==> config.mk <==
export PLATFORM = sky130hd
export DESIGN_NAME = bcd_countdown_timer_flat
export DESIGN_NICKNAME = d
export VERILOG_FILES = /design/src/rtl/bcd_countdown_timer_pkg.sv /design/src/rtl/bcd_countdown_timer_if.sv /design/src/rtl/bcd_countdown_timer_digit.sv /design/src/rtl/bcd_countdown_timer.sv /design/src/flat_wrapper.sv
export SDC_FILE = /design/constraint.sdc
export NUM_CORES = 1
export LEC_CHECK = 0
export ABC_AREA = 1
export BUFFER_PORTS_ARGS = -buffer_cell sky130_fd_sc_hd__buf_2
export CORE_UTILIZATION = 60
export DETAILED_ROUTE_END_ITERATION = 8
export MAX_ROUTING_LAYER = met4
export PLACE_DENSITY = 0.79
export SYNTH_ARGS = -nofsm -noshare
export SYNTH_HDL_FRONTEND = slang
export SYNTH_SLANG_ARGS = --single-unit
==> constraint.sdc <==
create_clock -name clk -period 3.4 [get_ports clk]
set_input_delay 0.34 -clock clk [delete_from_list [all_inputs] [get_ports clk]]
set_output_delay 0.34 -clock clk [all_outputs]
set_load 0.02 [all_outputs]
==> src/rtl/bcd_countdown_timer_pkg.sv <==
// bcd_countdown_timer_pkg: shared state encoding, BCD digit limit and load clamp helper
package bcd_countdown_timer_pkg;
   typedef enum logic [1:0] {IDLE = 2'd0, RUN = 2'd1, PAUSE = 2'd2, DONE = 2'd3} state_e;
   localparam logic [3:0] BCD_MAX = 4'd9;
   function automatic logic [3:0] bcd_clamp(input logic [3:0] d);
      return (d > BCD_MAX) ? BCD_MAX : d;
   endfunction
endpackage

==> src/rtl/bcd_countdown_timer_if.sv <==
// bcd_countdown_timer_if: operator keys/switches in (load_n, start_n, load_val); display and status out (bcd_out, running, done, tick)
interface bcd_countdown_timer_if;
   logic        load_n;
   logic        start_n;
   logic [11:0] load_val;
   logic [11:0] bcd_out;
   logic        running;
   logic        done;
   logic        tick;
   modport master (output load_n, start_n, load_val, input bcd_out, running, done, tick);
   modport slave  (input load_n, start_n, load_val, output bcd_out, running, done, tick);
endinterface

==> src/rtl/bcd_countdown_timer_digit.sv <==
// bcd_digit_down: one BCD down-counting digit; ports clk, aclr, en, borrow_in, load, d[3:0] in; q[3:0], borrow_out out
module bcd_digit_down
   import bcd_countdown_timer_pkg::*;
(
   input  logic       clk,
   input  logic       aclr,
   input  logic       en,
   input  logic       borrow_in,
   input  logic       load,
   input  logic [3:0] d,
   output logic [3:0] q,
   output logic       borrow_out
);
   logic [3:0] q_q, q_d;
   always_comb q_d = load ? bcd_clamp(d) : (en && borrow_in) ? ((q_q == 4'd0) ? BCD_MAX : q_q - 4'd1) : q_q;
   always_ff @(posedge clk or negedge aclr)
      if (!aclr) q_q <= 4'd0;
      else       q_q <= q_d;
   assign q          = q_q;
   assign borrow_out = (q_q == 4'd0) & borrow_in;
endmodule

==> src/rtl/bcd_countdown_timer.sv <==
// bcd_countdown_timer: 3-digit BCD countdown paced by a prescaled tick; ports clk, aclr (async active-low), bus (slave: keys/load_val in, bcd_out/running/done/tick out)
module bcd_countdown_timer
   import bcd_countdown_timer_pkg::*;
#(
   parameter int TICK_DIV = 50000000
) (
   input  logic                   clk,
   input  logic                   aclr,
   bcd_countdown_timer_if.slave   bus
);
   localparam int             PW    = (TICK_DIV > 1) ? $clog2(TICK_DIV) : 1;
   localparam logic [PW-1:0]  P_MAX = PW'(TICK_DIV - 1);
   state_e        state_q, state_d;
   logic [PW-1:0] presc_q, presc_d;
   logic          tick_q, tick_d;
   logic [2:0]    ld_q, st_q;
   logic          ld_p, st_p, dec, last;
   logic [3:0]    b;
   logic [11:0]   val;
   // sync stages: [0]=s1, [1]=s2, [2]=s3 (previous s2); a press is a falling s2
   assign ld_p = ld_q[2] & ~ld_q[1];
   assign st_p = st_q[2] & ~st_q[1];
   // tick_q is only ever high in RUN; b[3] (all digits zero) guards against wrap to 999
   assign dec  = tick_q & ~ld_p & ~b[3];
   assign last = dec && (val == 12'h001);
   assign b[0] = 1'b1;
   for (genvar i = 0; i < 3; i++) begin : g_dig
      bcd_digit_down u_dig (
         .clk        (clk),
         .aclr       (aclr),
         .en         (dec),
         .borrow_in  (b[i]),
         .load       (ld_p),
         .d          (bus.load_val[4*i +: 4]),
         .q          (val[4*i +: 4]),
         .borrow_out (b[i+1])
      );
   end
   always_comb begin
      state_d = ld_p  ? IDLE :
                last  ? DONE :
                !st_p ? state_q :
                (state_q == IDLE)  ? ((val != 12'h000) ? RUN : IDLE) :
                (state_q == RUN)   ? PAUSE :
                (state_q == PAUSE) ? RUN : IDLE;
      // pausing keeps the count so a resume only waits out the remainder of the step
      presc_d = (ld_p || (state_q == IDLE && state_d == RUN)) ? '0 :
                (state_q == RUN) ? ((presc_q == P_MAX) ? '0 : presc_q + 1'b1) : presc_q;
      tick_d  = (state_d == RUN) && (presc_d == P_MAX);
   end
   always_ff @(posedge clk or negedge aclr)
      if (!aclr) begin
         state_q <= IDLE;
         presc_q <= '0;
         tick_q  <= 1'b0;
         ld_q    <= 3'b111;
         st_q    <= 3'b111;
      end else begin
         state_q <= state_d;
         presc_q <= presc_d;
         tick_q  <= tick_d;
         ld_q    <= {ld_q[1:0], bus.load_n};
         st_q    <= {st_q[1:0], bus.start_n};
      end
   assign bus.bcd_out = val;
   assign bus.running = (state_q == RUN);
   assign bus.done    = (state_q == DONE);
   assign bus.tick    = tick_q;
endmodule

==> src/flat_wrapper.sv <==
// flat-port wrapper written by rule: the top's interface ports become plain ports
module bcd_countdown_timer_flat import bcd_countdown_timer_pkg::*;
#(
   parameter int TICK_DIV = 50000000
)
  (clk, aclr, bus_load_n, bus_start_n, bus_load_val, bus_bcd_out, bus_running, bus_done, bus_tick);
  bcd_countdown_timer_if bus_i ();
  input  logic clk;
  input  logic aclr;
  input wire logic [$bits(bus_i.load_n)-1:0] bus_load_n;
  input wire logic [$bits(bus_i.start_n)-1:0] bus_start_n;
  input wire logic [$bits(bus_i.load_val)-1:0] bus_load_val;
  output wire logic [$bits(bus_i.bcd_out)-1:0] bus_bcd_out;
  output wire logic [$bits(bus_i.running)-1:0] bus_running;
  output wire logic [$bits(bus_i.done)-1:0] bus_done;
  output wire logic [$bits(bus_i.tick)-1:0] bus_tick;
  assign bus_i.load_n = bus_load_n;
  assign bus_i.start_n = bus_start_n;
  assign bus_i.load_val = bus_load_val;
  assign bus_bcd_out = bus_i.bcd_out;
  assign bus_running = bus_i.running;
  assign bus_done = bus_i.done;
  assign bus_tick = bus_i.tick;
  bcd_countdown_timer #(.TICK_DIV(TICK_DIV)) u_core (.clk(clk), .aclr(aclr), .bus(bus_i));
endmodule
==> results of run 1 <==
[synthesized netlist by cell type]
cell type / n
nor3_2: 2
nand3_1: 28
buf_2: 1
nand2_1: 93
nand2_2: 2
a22o_1: 2
o21ai_1: 1
inv_1: 67
nor2_1: 87
nor4_1: 1
dfrtp_1: 41
a221o_1: 1
nand4_1: 15
xor2_1: 7
dfstp_2: 6
o21bai_1: 1
or2_2: 2
a22oi_1: 2
o21ai_0: 15
a31oi_1: 1
nor2_2: 8
nor2_4: 1
nand4_4: 1
a32o_1: 1
o22ai_1: 2
nand3b_1: 2
o21a_1: 1
a21oi_1: 11
nor3_1: 9
inv_2: 1
ha_1: 1
and3_1: 4
o32ai_1: 1
clkbuf_1: 3
[area by class of cell]
cell class              instances  share of cell area [%]
repair buffers                 32                    5.18
inverters                      68                    8.01
multi-input cells             302                    45.0
well taps                      52                    2.04
clock buffers                   6                    2.28
clock inverters                 2                   0.393
flip-flops and latches         47                    37.1
[through the flow]
step | utilization (%) | std cells | setup WS (ns)
3_5_place_dp | 69.3 | 501 | 1.06
2_1_floorplan | - | 421 | 1.53
4_1_cts | 71.2 | 509 | 1.04
6_report | 71.2 | 509 | 1.04
3_3_place_gp | 69.3 | 501 | 1.09
5_1_grt | 71.2 | 509 | 0.818
[cells by family (layout without fill, tap and decap cells)]
| logic type | after synthesis | count (layout) | synth area share, % |
|---|---|---|---|
| AOI/OAI and AO/OA | 39 | 39 | 7.97 |
| xor gates and xnor gates | 7 | 7 | 2.12 |
| adders and majority gates | 1 | 1 | 0.433 |
| buffers and inverters | 72 | 108 | 9.40 |
| DFF | 47 | 47 | 41.0 |
| and+or+nand+nor | 255 | 255 | 39.1 |
[state kept, by name (all words and copies together), names as in the netlist]
register / cells
u_core.ld_q: 3
u_core.bus.tick: 1
u_core.state_q: 2
u_core.g_dig.u_dig.q: 12
u_core.st_q: 3
u_core.presc_q: 26
[routing by layer]
layer	global-route usage, %	vias to the layer above	share of wire (%)
met5	-	-	0
met4	11.3	0	2.3
met3	3.23	21	5.9
met2	52.5	115	49
met1	39.6	1305	43
li1	-	1410	-
[path summary, 6_finish.rpt]
check | slack, ns | startpoint | to
min in group asynchronous | 0.20 | aclr | u_core.presc_q[3]
hold reg to reg | 0.36 | u_core.ld_q[0] | u_core.ld_q[1]
setup reg to reg | 1.04 | u_core.g_dig[0].u_dig.q[0] | u_core.bus.tick
max in group asynchronous | 2.56 | aclr | u_core.g_dig[0].u_dig.q[2]
hold / removal | 0.13 | bus_load_n | u_core.ld_q[0]
setup / recovery | 1.04 | u_core.g_dig[0].u_dig.q[0] | u_core.bus.tick
[report_power, final]
group	total, mW	switching (mW)	internal (mW)
sequential	0.687	0.0641	0.623
clock	0.332	0.188	0.144
combinational	0.357	0.235	0.122
==> metrics.cfg, run 1 <==
[sta]
worst_pin_slew_ns=1.02
period_needed_ns=2.36
fin_crit_sh_pct=69.5
finalSetupTns_ns=0
hold_ws_ns=0.127
slew_headroom_pct=32.0
fmax_ghz=0.423
rsz0062_at_grt=no
setup_violations=0
finClkSkew_ns=0.00617
finalHoldViolCount=0
drv_slew=0

[cells_and_area]
layout_commonest_cell=nand2_1
multi_input_area_um2=1430
nNetsFinal=473
final_cell_mix=93 x nand2_1, 87 x nor2_1, 67 x inv_1
post_route_cells_drive_above_1_share_pct=13.6
ff_latch_area_um2=1180
fillers=393
final_area_um2=3190
area_growth_syn_to_layout_pct=10.4
diodes=0

[floorplanning]
die_x_um=71.4
die_h_um=71.4
fp.dieArea_um2=5090
core-area_um2=4470
ios=31
placement_rows=24
start_util_pct=64.5

[place]
hpwl_um=5540
portBuffers=30
place.gp.congestion=0.984
place_area_um2=3100

[critical_path]
required_ns=3.59
path_class=reg -> reg
path_depth=12
endpoint_kind=register
worst-path-buf-inv=0
reg2regPathDepth=12
cp-start-kind=register
cp_slowest_stage_delay_ns=0.43
slowest_stage=dfrtp_1
arrival_ns=2.56
worstPathCellList=nor2_1 > nand2_1 > nor2_2 > nand2_1 > nand2_1 > nor2_1 > nor2_2 > nand4_4 > nand2_2 > nor2_1 > nand4_1 > nor2_1
cp_top_family=simple AND/OR/NAND/NOR gates
path_max_fanout=15
cp_common_cell=nor2_1

[synth]
synth.top_cell.area_share_pct=35.5
synth_cell_types=34
ys_ff_latch=47
yosysSeqAreaShare_pct=41.0
syn_inst=421
yosysWarnings=0
syn_area_um2=2890
synth.top_cells.by_area=dfrtp_1 36%, nand2_1 12%, nor2_1 11%
yosysTopAreaCell=dfrtp_1
synth_fp_nets=438
syn_avg_cell_area_um2=6.86

[job]
cap_viol_max_count=0

[drt]
drtIter0Drc=300
num_vias=2851
viasPerCell=5.60
wl_per_cell_um=14.1
first_pass_iters=5
drtAntennaViolNets=0
totalWireLength_um=7180
drcViolationCount=0

[clocking]
cts_tree=built
clk_pin_slew_ns=0.08
post_cts_resized=0
cts_buffers=5
cts_num_sinks=47
cts_root_buffer=clkbuf_8
cts_setup_buffers=0
clkLatencyLatePin_ns=0.30
holdBufCountCts=0
h-tree-depth=2
cts_max_path_buffers=2

[min_path]
hold_path_class=in -> reg
hold_depth=1

[global_route]
grt_pass1_wl_um=11900
track_usage_pct=31.3
overflow=0
grt_antenna_before_repair=0
grt_pass1_vias=2582
grt_max_degree=48

[pwr]
power-per-cell-area_nw_per_um2=432
p_leak_nw=1.57
ir_worst_vdd_v=0.000364
total_power_mw=1.38

[run_status]
status=finished, final reports clean

No activity file was read; power rests on OpenSTA's default activity.
==> inputs of run 2 (changes only) <==
- ABC_AREA: 1 -> 0
- CORE_UTILIZATION: 60 -> 58
- PLACE_DENSITY: 0.79 -> 0.77
- clock period: 3.4 -> 2.2 ns (I/O delays scaled with it)
==> metrics.cfg, run 2 <==
[floorplanning]
core-area_um2=4410  ; -1.3%
placement_rows=24  ; unchanged
die_x_um=70.3  ; -1.5%
fp.dieArea_um2=4940  ; -3.1%
ios=31  ; unchanged
die_h_um=70.3  ; -1.5%
start_util_pct=61.3  ; -3.3 points

[synth]
yosysTopAreaCell=dfrtp_1
synth.top_cells.by_area=dfrtp_1 38%, dfstp_2 5.8%, nor2_1 5.8%
synth_ff_type=dfrtp_1
synth_fp_nets=312  ; -29%
ys_ff_latch=47  ; unchanged
async_flop_share_pct=100  ; unchanged
synth_edf_count=0  ; unchanged
syn_area_um2=2700  ; -6.4%
synth.top_cell.area_share_pct=37.9  ; +2.4 points
syn_avg_cell_area_um2=9.17  ; +34%
yosys-top-cells-count=42 x nor2_1, 41 x dfrtp_1, 20 x nand2_1, 20 x o21ai_0, 16 x xor2_1
synth.most_common_cell=nor2_1
yosysWarnings=0  ; unchanged
yosysSeqAreaShare_pct=43.8  ; +2.8 points
synth_cell_types=55  ; +62%
syn_inst=295  ; -30%

[place]
place.gp.congestion=0.895  ; -9.0%
hpwl_um=5040  ; -9.0%
portBuffers=30  ; unchanged
place_area_um2=3240  ; +4.4%

[clocking]
cts_num_sinks=47  ; unchanged
cts_tree=built
clk_pin_slew_ns=0.09  ; about the same
h-tree-depth=2  ; unchanged
cts_buffers=5  ; unchanged
cts_root_buffer=clkbuf_8
cts_max_path_buffers=2  ; unchanged
clkLatencyLatePin_ns=0.30  ; about the same

[critical_path]
cp_slowest_stage_delay_ns=0.54  ; +0.11 ns
path_max_fanout=4  ; -11
worstPathCellList=or4_4 > or3_4 > o211ai_2 > nand3_2 > buf_6 > nor2_4 > nand4_1 > nor4b_2
r2r_slack_ns=-0.20  ; -1.24 ns
path_class=reg -> reg
arrival_ns=2.60  ; +0.04 ns
required_ns=2.40  ; -1.19 ns
reg2regPathDepth=8  ; -4
cp_top_family=simple AND/OR/NAND/NOR gates
endpoint_kind=register
r2r-start=u_core.g_dig[1].u_dig.q[3]
cp-start-kind=register
slowest_stage=or4_4
worst-path-buf-inv=1  ; +1
r2r_end=u_core.bus.tick

[sta]
drv_slew=0  ; unchanged
setup_violations=14  ; +14
finalHoldViolCount=0  ; unchanged
finClkSkew_ns=0.0122  ; +0.00606 ns
fmax_ghz=0.416  ; -1.6%
worst_pin_slew_ns=0.580  ; -0.440 ns
setup_ws_ns=-0.203  ; -1.24 ns
period_needed_ns=2.40  ; +0.0396 ns
fin_crit_sh_pct=109  ; +40 points
rsz0062_at_grt=yes
slew_headroom_pct=61.0  ; +29 points

[pwr]
ir_worst_vdd_v=0.000419  ; +15%
p_switching_mw=0.597  ; +23%
clkPwrFrac_pct=25.6  ; +1.5 points
pwr-share-seq_pct=49.4  ; -0.5 points
total_power_mw=1.96  ; +43%
p_int_mw=1.37  ; +54%
p_leak_nw=1.48  ; -5.5%
pwr-share-comb_pct=25.0  ; -0.9 points
power-per-cell-area_nw_per_um2=569  ; +32%
sw_frac_of_total_pct=30.4  ; -5.0 points

[cells_and_area]
regMostFlops=u_core.presc_q
diodes=0  ; unchanged
area_growth_syn_to_layout_pct=27.6
layout_commonest_cell=buf_4
final_cell_mix=44 x buf_4, 30 x buf_2, 30 x dfrtp_1
largest_reg_flops=26  ; unchanged
final_area_um2=3450  ; +8.2%
post_route_cells_drive_above_1_share_pct=37.0  ; +23 points
nNetsFinal=384  ; -19%

[global_route]
grt_pass1_vias=2436  ; -5.7%
grt_antenna_before_repair=0  ; unchanged
track_usage_pct=30.3  ; -1.0 points
grt_pass1_wl_um=11400  ; -4.5%
overflow=0  ; unchanged
grt_max_degree=20  ; -58%

[drt]
first_pass_iters=4  ; -1
totalWireLength_um=7000  ; -2.4%
num_vias=2517  ; -12%
drcViolationCount=0  ; unchanged
drtAntennaViolNets=0  ; unchanged
drtIter0Drc=135  ; -55%
viasPerCell=5.99  ; +7.0%
wl_per_cell_um=16.7  ; +18%

[run_status]
status=finished, violations left
failed_checks=setup timing

[min_path]
hold_path_class=in -> reg
min_from=bus_load_n
worstHoldEndpoint=u_core.ld_q[0]
hold_depth=1  ; unchanged

[job]
cap_viol_max_count=0  ; unchanged

## run 2: power groups by stage
stage / Clock [mW] / Sequential, mW / Combinational (mW)
after floorplan: 0 / 1.04 / 0.181
after global placement: 0 / 0.980 / 0.445
after global routing: 0.541 / 0.978 / 0.532
after CTS: 0.513 / 0.968 / 0.462
after detailed placement: 0 / 0.984 / 0.454
final: 0.503 / 0.970 / 0.490
## run 2: worst register-to-register path, cell delays in order, from the launching register on
cell and delay (ns):
dfrtp_2 0.41, or4_4 0.54, or3_4 0.40, o211ai_2 0.18, nand3_2 0.14, buf_6 0.16
nor2_4 0.08, nand4_1 0.11, nor4b_2 0.27
## run 2: cell type report
class / count / area [um^2]
Sequential cell: 47 / 1200
Tap cell: 52 / 65.1
Inverter: 6 / 22.5
Fill cell: 300 / 965
Timing Repair Buffer: 78 / 533
Clock buffer: 8 / 80.1
Multi-Input combinational cell: 229 / 1550
## run 2: how the worst max path moves through the flow
stage / start / to / cells after the start
floorplan: u_core.g_dig[1].u_dig.q[3] / u_core.bus.tick / 8
global placement: u_core.g_dig[2].u_dig.q[0] / u_core.bus.tick / 8
detailed placement: u_core.g_dig[1].u_dig.q[3] / u_core.bus.tick / 8
CTS: u_core.g_dig[1].u_dig.q[3] / u_core.bus.tick / 7
global route: u_core.g_dig[1].u_dig.q[3] / u_core.bus.tick / 8
finish: u_core.g_dig[1].u_dig.q[3] / u_core.bus.tick / 8
## run 2: what timing repair did
item | CTS | global route
pin swaps | 1 | 1
setup endpoints to repair | 10 | 16
resized for setup | 5 | 27
setup buffers | 0 | 2
hold endpoints to repair | 17 | 0
hold buffers | 1 | 0
## run 2: cells by family (layout without fill, tap and decap cells)
kind of cell / after synthesis / after routing / synth area share, %
buffers and inverters: 19 / 92 / 3.10
AO/OA/AOI/OAI: 47 / 47 / 10.5
flip-flops: 47 / 47 / 43.8
adder cells (fa/ha/maj): 1 / 1 / 0.463
multiplexers: 4 / 4 / 1.53
AND/OR/NAND/NOR: 152 / 152 / 32.5
XOR/XNOR: 25 / 25 / 8.10
## run 2: metrics by stage
step	setup WS, ns	hold slack (ns)	instances	util, %	TNS [ns]
final	-0.203	0.0191	420	78.1	-1.16
after global routing	-0.294	0.00907	420	78.1	-2.50
after CTS	-0.205	0.0146	418	75.7	-0.206
after detailed placement	-0.194	0.180	409	73.4	-0.231
after global placement	-0.107	0.177	409	73.4	-0.107
after floorplan	-0.138	-0.0756	295	-	-0.174
## run 2: per-layer routing
metal,up-vias,track usage [%],share of wire [%]
met5,-,-,0
met4,0,7.56,1.0
met3,9,4.91,4.5
met2,55,49.8,52
met1,1252,39.2,42
li1,1201,-,-
==> inputs of run 3 (changes only) <==
- CORE_UTILIZATION: 58 -> 40
- CTS_CLUSTER_DIAMETER: not set -> 30
- PLACE_DENSITY: 0.77 -> 0.56
==> metrics.cfg, run 3 (synthesis gave the netlist of run 2 again) <==
[run_status]
status=finished, violations left
failed_checks=DRC, hold timing, setup timing

[floorplanning]
placement_rows=29  ; +21%
fp.dieArea_um2=7090  ; +44%
ios=31  ; unchanged
die_h_um=84.2  ; +20%
die_x_um=84.2  ; +20%
start_util_pct=42.1  ; -19 points
core-area_um2=6420  ; +45%

[sta]
fin_crit_sh_pct=112  ; +2.5 points
setup_violations=20  ; +6
finClkSkew_ns=0.00488  ; -0.00735 ns
fmax_ghz=0.407  ; -2.2%
worst_pin_slew_ns=0.623  ; +0.0434 ns
period_needed_ns=2.46  ; +0.0539 ns
rsz0062_at_grt=yes
finalHoldViolCount=2  ; +2
setup_ws_ns=-0.257  ; -0.0539 ns
hold_ws_ns=-0.00556  ; -0.0247 ns
slew_headroom_pct=58.5  ; -2.5 points
drv_slew=0  ; unchanged

[clocking]
cts_tree=built
cts_num_sinks=47  ; unchanged
clk_pin_slew_ns=0.09  ; about the same
h-tree-depth=2  ; unchanged
cts_buffers=5  ; unchanged
cts_max_path_buffers=2  ; unchanged
cts_root_buffer=clkbuf_8
clkLatencyLatePin_ns=0.30  ; about the same

[critical_path]
cp-start-kind=register
path_max_fanout=4  ; unchanged
startpoint=u_core.g_dig[2].u_dig.q[1]
r2r_end=u_core.bus.tick
reg2regPathDepth=8  ; unchanged
r2r_slack_ns=-0.26  ; -0.05 ns
path_class=reg -> reg
required_ns=2.40  ; about the same
r2r-start=u_core.g_dig[2].u_dig.q[1]
endpoint_kind=register
endpoint=u_core.bus.tick
arrival_ns=2.66  ; +0.06 ns

[cells_and_area]
largest_reg_flops=26  ; unchanged
final_cell_mix=49 x buf_4, 30 x buf_2, 30 x dfrtp_1
nNetsFinal=394  ; +2.6%
instances_no_fill=455  ; +8.3%
diodes=0  ; unchanged
area_growth_syn_to_layout_pct=35.5
regMostFlops=u_core.presc_q
layout_commonest_cell=buf_4
ff_latch_area_um2=1200  ; unchanged
fillers=545  ; +82%
multi_input_area_um2=1620  ; +4.7%
utilization_pct=57.1  ; -21 points
post_route_cells_drive_above_1_share_pct=39.2  ; +2.2 points

[job]
cap_viol_max_count=0  ; unchanged

[global_route]
grt_max_degree=48  ; +140%
met1_usage_pct=30.7  ; -8.5 points
track_usage_pct=21.8  ; -8.5 points
use_met3_pct=4.13  ; -0.78 points
grt_antenna_before_repair=0  ; unchanged
grt_pass1_vias=2485  ; +2.0%
grt_pass1_wl_um=11900  ; +4.4%
grt-busiest-layer=met2
overflow=0  ; unchanged
met2_usage_pct=33.0  ; -17 points

[drt]
drcViolationCount=4  ; +4
drtAntennaViolNets=0  ; unchanged
num_vias=2474  ; -1.7%
totalWireLength_um=7070  ; +0.93%
first_pass_iters=6  ; +2
viasPerCell=5.44  ; -9.3%
drtIter0Drc=141  ; +4.4%
wl_per_cell_um=15.5  ; -6.8%

[pwr]
ir_worst_vdd_v=0.000419  ; about the same
power-per-cell-area_nw_per_um2=583  ; +2.4%
p_leak_nw=1.53  ; +3.1%

[place]
place.gp.congestion=0.802  ; -10%
portBuffers=30  ; unchanged
dp_cells=437  ; +6.8%
hpwl_um=4930  ; -2.2%

[min_path]
hold_path_class=in -> async

## run 3: area by class of cell
class                           count  area share (%)
Clock buffer                        6            1.98
Clock inverter                      2            1.02
Inverter                            6           0.615
Multi-Input combinational cell    230            44.3
Sequential cell                    47            32.7
Tap cell                           77            2.63
Timing Repair Buffer               87            16.8
## run 3: worst min path at each step
stage | start | endpoint | slack [ns] | cells past startpoint
detailed placement | bus_start_n | u_core.st_q[0] | 0.33 | 1
global placement | bus_load_n | u_core.ld_q[0] | 0.33 | 1
CTS | bus_start_n | u_core.st_q[0] | 0.004 | 1
global route | aclr | u_core.presc_q[16] | 0.07 | 2
finish | aclr | u_core.g_dig[1].u_dig.q[0] | -0.006 | 2
floorplan | aclr | u_core.bus.tick | -0.08 | 0
## run 3: timing repair
action,CTS,global route
pin swaps,14,13
setup endpoints to repair,9,25
gates cloned,1,0
hold buffers,0,2
buffers inserted,5,2
resized for setup,10,41
endpoints found under the hold margin,0,2
## run 3: power by group
| group | switching, mW | internal (mW) | leakage, nW |
|---|---|---|---|
| sequential | 0.0397 | 0.928 | 0.597 |
| combinational | 0.294 | 0.227 | 0.879 |
| clock | 0.307 | 0.340 | 0.0514 |
## run 3: routing by layer
layer / wire length, um / vias up
li1: - / 1233
met1: 3570 / 1208
met2: 3260 / 29
met3: 195 / 4
met4: 38 / 0
met5: 0 / -
## run 3: critical path, cell delays in order, from the launching register on
cell and delay (ns):
dfrtp_2 0.42, or4_4 0.54, or3_4 0.42, o211ai_4 0.19
nand3_2 0.13, buf_6 0.16, nor2_4 0.08, nand4_1 0.13
nor4b_2 0.30
## run 3: metrics by stage
stage                     power (mW)  cell area [um^2]  setup WS, ns  TNS, ns  hold slack [ns]
after floorplan                 1.22              2750        -0.138   -0.174          -0.0756
after global placement          1.43              3290        -0.119   -0.237            0.326
after detailed placement        1.44              3290        -0.225   -0.444            0.327
after CTS                       2.11              3490        -0.242   -0.626          0.00372
after global routing            2.25              3660        -0.330    -2.45           0.0673
final                           2.14              3660        -0.257    -1.14         -0.00556
